[src/rtl/serial_transmitter_if.sv]
`default_nettype none
// ============================================================================
// serial_transmitter_if
// Load handshake and serial link signals of the serial transmitter.
// Revision: 1.0
// ============================================================================
interface serial_transmitter_if #(
  parameter int W = 8
);
  logic         en;
  logic         load_valid;
  logic         load_ready;
  logic [W-1:0] load_data;
  logic         out;
  logic         out_valid;
  logic         busy;
  logic         done;

  // Word source / link consumer side
  modport master (
    output en,
    output load_valid,
    output load_data,
    input  load_ready,
    input  out,
    input  out_valid,
    input  busy,
    input  done
  );

  // Transmitter side
  modport slave (
    input  en,
    input  load_valid,
    input  load_data,
    output load_ready,
    output out,
    output out_valid,
    output busy,
    output done
  );
endinterface
`default_nettype wire

[src/rtl/serial_transmitter.sv]
`default_nettype none
// ============================================================================
// serial_transmitter
// Parallel-to-serial transmitter, LSB first, one bit per enabled cycle.
// Revision: 1.0
// ============================================================================
module serial_transmitter #(
  parameter int W = 8
) (
  input  logic                 clk,
  input  logic                 reset,
  serial_transmitter_if.slave  bus
);

  localparam int            CW   = (W > 1) ? $clog2(W) : 1;
  localparam logic [CW-1:0] LAST = CW'(W - 1);

  typedef enum logic [0:0] {
    IDLE  = 1'b0,
    SHIFT = 1'b1
  } state_t;

  state_t        state;
  state_t        state_nxt;
  logic [W-1:0]  sreg;
  logic [W-1:0]  sreg_nxt;
  logic [CW-1:0] cnt;
  logic [CW-1:0] cnt_nxt;
  logic          done_r;
  logic          done_nxt;
  logic          last_bit;

  // The final bit of a word is consumed on this edge; a new word may load here.
  assign last_bit = (state == SHIFT) && bus.en && (cnt == LAST);

  always_ff @(posedge clk) begin
    if (reset) begin
      state  <= IDLE;
      sreg   <= '0;
      cnt    <= '0;
      done_r <= 1'b0;
    end else begin
      state  <= state_nxt;
      sreg   <= sreg_nxt;
      cnt    <= cnt_nxt;
      done_r <= done_nxt;
    end
  end

  always_comb begin
    state_nxt = state;
    sreg_nxt  = sreg;
    cnt_nxt   = cnt;
    done_nxt  = 1'b0;
    case (state)
      IDLE: begin
        if (bus.load_valid) begin
          sreg_nxt  = bus.load_data;
          cnt_nxt   = '0;
          state_nxt = SHIFT;
        end
      end
      SHIFT: begin
        if (bus.en) begin
          if (cnt == LAST) begin
            done_nxt = 1'b1;
            if (bus.load_valid) begin
              sreg_nxt = bus.load_data;
              cnt_nxt  = '0;
            end else begin
              sreg_nxt  = sreg >> 1;
              state_nxt = IDLE;
            end
          end else begin
            sreg_nxt = sreg >> 1;
            cnt_nxt  = cnt + CW'(1);
          end
        end
      end
      default: begin
        state_nxt = IDLE;
      end
    endcase
  end

  assign bus.out        = (state == SHIFT) ? sreg[0] : 1'b0;
  assign bus.out_valid  = (state == SHIFT);
  assign bus.busy       = (state == SHIFT);
  assign bus.load_ready = (state == IDLE) || last_bit;
  assign bus.done       = done_r;

endmodule
`default_nettype wire

[src/flat_wrapper.sv]
// flat-port wrapper written by rule: the top's interface ports become plain ports
module serial_transmitter_flat 
#(
  parameter int W = 8
)
  (clk, reset, bus_en, bus_load_valid, bus_load_data, bus_load_ready, bus_out, bus_out_valid, bus_busy, bus_done);
  serial_transmitter_if #(.W(W)) bus_i ();
  input  logic clk;
  input  logic reset;
  input wire logic [$bits(bus_i.en)-1:0] bus_en;
  input wire logic [$bits(bus_i.load_valid)-1:0] bus_load_valid;
  input wire logic [$bits(bus_i.load_data)-1:0] bus_load_data;
  output wire logic [$bits(bus_i.load_ready)-1:0] bus_load_ready;
  output wire logic [$bits(bus_i.out)-1:0] bus_out;
  output wire logic [$bits(bus_i.out_valid)-1:0] bus_out_valid;
  output wire logic [$bits(bus_i.busy)-1:0] bus_busy;
  output wire logic [$bits(bus_i.done)-1:0] bus_done;
  assign bus_i.en = bus_en;
  assign bus_i.load_valid = bus_load_valid;
  assign bus_i.load_data = bus_load_data;
  assign bus_load_ready = bus_i.load_ready;
  assign bus_out = bus_i.out;
  assign bus_out_valid = bus_i.out_valid;
  assign bus_busy = bus_i.busy;
  assign bus_done = bus_i.done;
  serial_transmitter #(.W(W)) u_core (.clk(clk), .reset(reset), .bus(bus_i));
endmodule
[config.mk]
export PLATFORM = sky130hd
export DESIGN_NAME = serial_transmitter_flat
export DESIGN_NICKNAME = d
export VERILOG_FILES = /design/src/rtl/serial_transmitter_if.sv /design/src/rtl/serial_transmitter.sv /design/src/flat_wrapper.sv
export SDC_FILE = /design/constraint.sdc
export NUM_CORES = 1
export LEC_CHECK = 0
export ABC_AREA = 1
export BUFFER_PORTS_ARGS = -buffer_cell sky130_fd_sc_hd__buf_4
export CAP_MARGIN = 5
export CORE_UTILIZATION = 54
export CTS_BUF_LIST = sky130_fd_sc_hd__clkbuf_4
export CTS_CLUSTER_DIAMETER = 40
export DETAILED_ROUTE_END_ITERATION = 7
export GPL_ROUTABILITY_DRIVEN = 0
export PLACE_DENSITY = 0.8
export SYNTH_ARGS = -nofsm -noshare
export SYNTH_HDL_FRONTEND = slang
export SYNTH_SLANG_ARGS = --single-unit
[constraint.sdc]
create_clock -name clk -period 1.6 [get_ports clk]
set_input_delay 0 -clock clk [delete_from_list [all_inputs] [get_ports clk]]
set_output_delay 0 -clock clk [all_outputs]
set_load 0.02 [all_outputs]
* Word level (Yosys, flattened, before mapping) *
Cells that the tools add are included.
Widths: inputs -> output; s select.

operators by class
  $add $sub $neg = 1
  eq/ne operators = 3
  mux-type cells = 15
  bitwise logic cells = 2
  reductions and logical operators = 5

operator list
  kind                 number
  $mux 8               4
  $pmux 8 s2           1
  $mux 3               3
  $pmux 3 s2           1
  $mux 1               5
  $ne 2x2->1 const B   2
  $add 3x1->3 const B  1
  $eq 3x3->1 const B   1
  $reduce_or 3->1      1
  $logic_and 1x1->1    2
  $not 1->1            2
  $pmux 1 s2           1
  $reduce_and 2->1     1
  $logic_or 1x1->1     1

word-level totals
  register bits = 13
  output and inout bits = 5
  word-level logic and storage cells = 30

* Depth between registers and ports, before layout *
  word-level depth = 4
  depth in mapped cells = 9
  mapped depth without buffers = 9

* Worst setup path before layout *
OpenSTA, ideal clock, no wires.

  kind = register to register
  start = register u_core.state (netlist: u_core.bus.busy)
  end = register u_core.state (netlist: u_core.bus.busy)
  setup time = 0.110 ns
  arrival time = 1.275 ns
  data required time = 1.490 ns
  slack = 0.215 ns
  cell stages (with the launch flop) = 7
  cell sequence = dfxtp_1 > nand2_4 > buf_6 > o21ai_2 > nand2_1 > nand2_1 > inv_1

between the ends
  cells in the longest elaborated chain, start to end = 2

ends and longest elaborated chain
  element                     RTL line                  source
  start: declaration          serial_transmitter.sv:23  state_t state;
  start signal: assignment    serial_transmitter.sv:43  state <= state_nxt;
  $not 1->1 (no source line)  -
  $pmux 1 s2 *                serial_transmitter.sv:55  case (state)

Mark *: on every way between the ends. The rest lies on a longest branch, timed or not.
A chain may end at the register's enable or synchronous reset.

* Final worst setup path *
  start = register u_core.state (netlist: u_core.bus.busy)
  end = output port bus_load_ready

between the ends
  cells in the longest elaborated chain, start to end = 3
  elaborated cells between the ends (all ways) = 4
  those cells by class = bitwise: 1; reduce/logical: 3

ends and longest elaborated chain
  element                          RTL line                  source
  $logic_and 1x1->1 (2 in series)  serial_transmitter.sv:34  assign last_bit = (state == SHIFT) && bus.en && (cnt == LAST);
  $logic_or 1x1->1 *               serial_transmitter.sv:89  assign bus.load_ready = (state == IDLE) || last_bit;
  end: declaration                 flat_wrapper.sv:13        output wire logic [$bits(bus_i.load_ready)-1:0] bus_load_ready;

Marks and branches as above.

==> run_results.csv <==
group,metric,value,unit
clock_tree,cts.clk_slew.worst_paths,0.08,ns
clock_tree,cts_tree,"done",
place,portBuffers,16,
synth,async_reset_ff_frac,0,
status,status,"complete, no violations",
setup_path,worstPathMaxFanout,11,
clock_tree,cts-root-buf,"clkbuf_4",
timing,slew_viol_final,0,
synth,synth_commonest_cells,"nand2_1, inv_1, nand3_1, dfxtp_1, nand3b_1",
timing,fin_crit,1.38,ns
synth,syn_inst,110,
finish,drive_above_1_share,0.223,
global_routing,grt_max_degree,12,
global_routing,grt_pass1_wl,2550,µm
timing,hold_viol_final,0,
clock_tree,h-tree-depth,1,
hold_path,min_path_cells,3,
finish,area_delta_synth_final,22.3,%
synth,synth-edff-count,0,
detailed_routing,drt_first_pass_iters,4,
synth,synth_nets,125,
floorplan,die_x,39.6,µm
synth,synth_top_cell_by_area,"dfxtp_1",
detailed_routing,wl_per_cell,10.6,µm
detailed_routing,vias_per_cell,4.96,
global_routing,grt_pass1_vias,596,
synth,synth_cell_types,18,
place,dpl.hpwl,1100,µm
clock_tree,clkSinkCount,13,
setup_path,arrival,1.38,ns
floorplan,initial_core_util,0.587,
floorplan,core_area,0.00130,mm²
flow_run,maxCapViolCount,0,
setup_path,cp_slowest_stage_delay,0.57,ns
clock_tree,clk_path_buf_depth,2,
detailed_routing,drtIter0Drc,10,
timing,setup_viol,0,
synth,synthFlopType,"dfxtp_1",
timing,worst_pin_slew,0.400,ns
synth,synth_warnings,0,
timing,slew_headroom,0.733,
synth,ys_seq_area_frac,0.340,
floorplan,die-area,0.00157,mm²
synth,synth_area_leaders,"dfxtp_1, nand2_1, nand3_1",
detailed_routing,drc,0,
synth,yosys.cell_count.top_type,"nand2_1",
timing,rsz0062_at_grt,"no",
power_and_ir_drop,p_leak,0.542,nW
synth,synth-seq-cells,13,
clock_tree,clk_latency,0.28,ns
finish,antenna_cells,0,
global_routing,antenna_found_initial,0,
floorplan,ios,17,
timing,post-route-period-util,0.862,
synth,netlist_area,764,µm²
power_and_ir_drop,power_density,812,mW/mm²
timing,fin_skew,0.00535,ns
synth,syn_area_per_cell,6.95,µm²
global_routing,grt-ovfl-total,0,
detailed_routing,wirelength,1540,µm
setup_path,worst_r2r_path_depth,9,
setup_path,end_kind,"output pin",
detailed_routing,ant_nets,0,
setup_path,path_cells,"nand2_4 > o21ai_2 > buf_4",
timing,tns,0,ns
finish,fin_util,0.718,
setup_path,required,1.60,ns
hold_path,hold_class,"primary input to register",
finish,fill_cells,109,
setup_path,crit_path_top_delay_cell,"dfxtp_1",
floorplan,rows,13,
finish,final_net_count,146,
floorplan,die_h,39.6,µm
synth,synth_top_area_frac,0.340,
clock_tree,cts_buffers,3,
timing,max_freq,725,MHz
global_routing,grt.total_usage,0.245,
setup_path,start_kind,"register",
power_and_ir_drop,ir_drop,740,µV
setup_path,crit_type,"register to output pin",
detailed_routing,num_vias,719,
==> state kept, by name, summed over array words and instances, names as in the netlist <==
signal	flops
u_core.sreg	8
u_core.cnt	3
u_core.bus.busy	1
u_core.bus.done	1
==> path summary, 6_finish.rpt <==
path	start	end	slack, ns
worst min-delay path	bus_en	u_core.cnt[1]$_SDFFE_PP0P_	0.03
worst min register to register	u_core.cnt[1]$_SDFFE_PP0P_	u_core.cnt[1]$_SDFFE_PP0P_	0.47
worst max-delay path	u_core.bus.busy$_SDFF_PP0_	bus_load_ready	0.22
worst max register to register	u_core.cnt[0]$_SDFFE_PP0P_	u_core.sreg[2]$_SDFFE_PP0P_	0.26
==> cell usage in the layout, fill, tap and decap left out, drive strengths merged <==
master	count
buf	16
nand3	17
clkinv	1
clkbuf	4
inv	21
a21oi	4
nor2	3
dfxtp	13
nand3b	7
nor3	1
dlygate4sd3	2
nand2	34
o21bai	1
ha	3
o21ai	3
==> critical path: cells and delay by family (launching register included) <==
kind / cells / cell delay (ns)
DFF: 1 / 0.57
and+or+nand+nor: 1 / 0.19
AOI/OAI and AO/OA: 1 / 0.18
buffers and inverters: 1 / 0.16
==> cells by family after synthesis <==
group	Yosys count	share of synthesized area
simple gates	62	0.417
buf+inv	24	0.133
flops	13	0.340
compound gates	8	0.0606
fa+ha+maj	3	0.0491
==> layout make-up <==
type / instances / area, µm² / area share
multi-input combinational: 73 / 403 / 0.431
sequential: 13 / 260 / 0.278
timing repair buffer: 18 / 140 / 0.150
inverter: 22 / 82.6 / 0.0884
clock buffer: 4 / 30.0 / 0.0321
tap: 15 / 18.8 / 0.0201
==> per-layer routing <==
layer / track usage / part of all wire / vias to the layer above
met5: 0 / 0 / -
met4: 0.103 / 0.015 / 0
met3: 0.0682 / 0.031 / 5
met2: 0.385 / 0.47 / 15
met1: 0.306 / 0.48 / 317
li1: - / - / 382
==> through the flow <==
stage | setup WS [ns] | std cells | power, mW | instance area, µm² | hold WS (ns)
4_1_cts | 0.198 | 145 | 0.767 | 935 | 0.0236
5_1_grt | 0.0813 | 145 | 0.807 | 935 | 0.0353
2_1_floorplan | 0.215 | 110 | 0.487 | 764 | 0.0691
3_3_place_gp | 0.336 | 139 | 0.535 | 885 | 0.208
6_report | 0.222 | 145 | 0.759 | 935 | 0.0314
3_5_place_dp | 0.291 | 139 | 0.539 | 885 | 0.209
==> what timing repair did <==
item / in CTS / in global routing
buffers inserted: 0 / 0
resized for setup: 0 / 0
hold buffers: 2 / 0
endpoints found under the hold margin: 4 / 0
==> power breakdown <==
group	internal [mW]	switching, mW
Clock	0.114	0.109
Combinational	0.0772	0.0956
Sequential	0.347	0.0166
No activity file was read; power rests on OpenSTA's default activity.
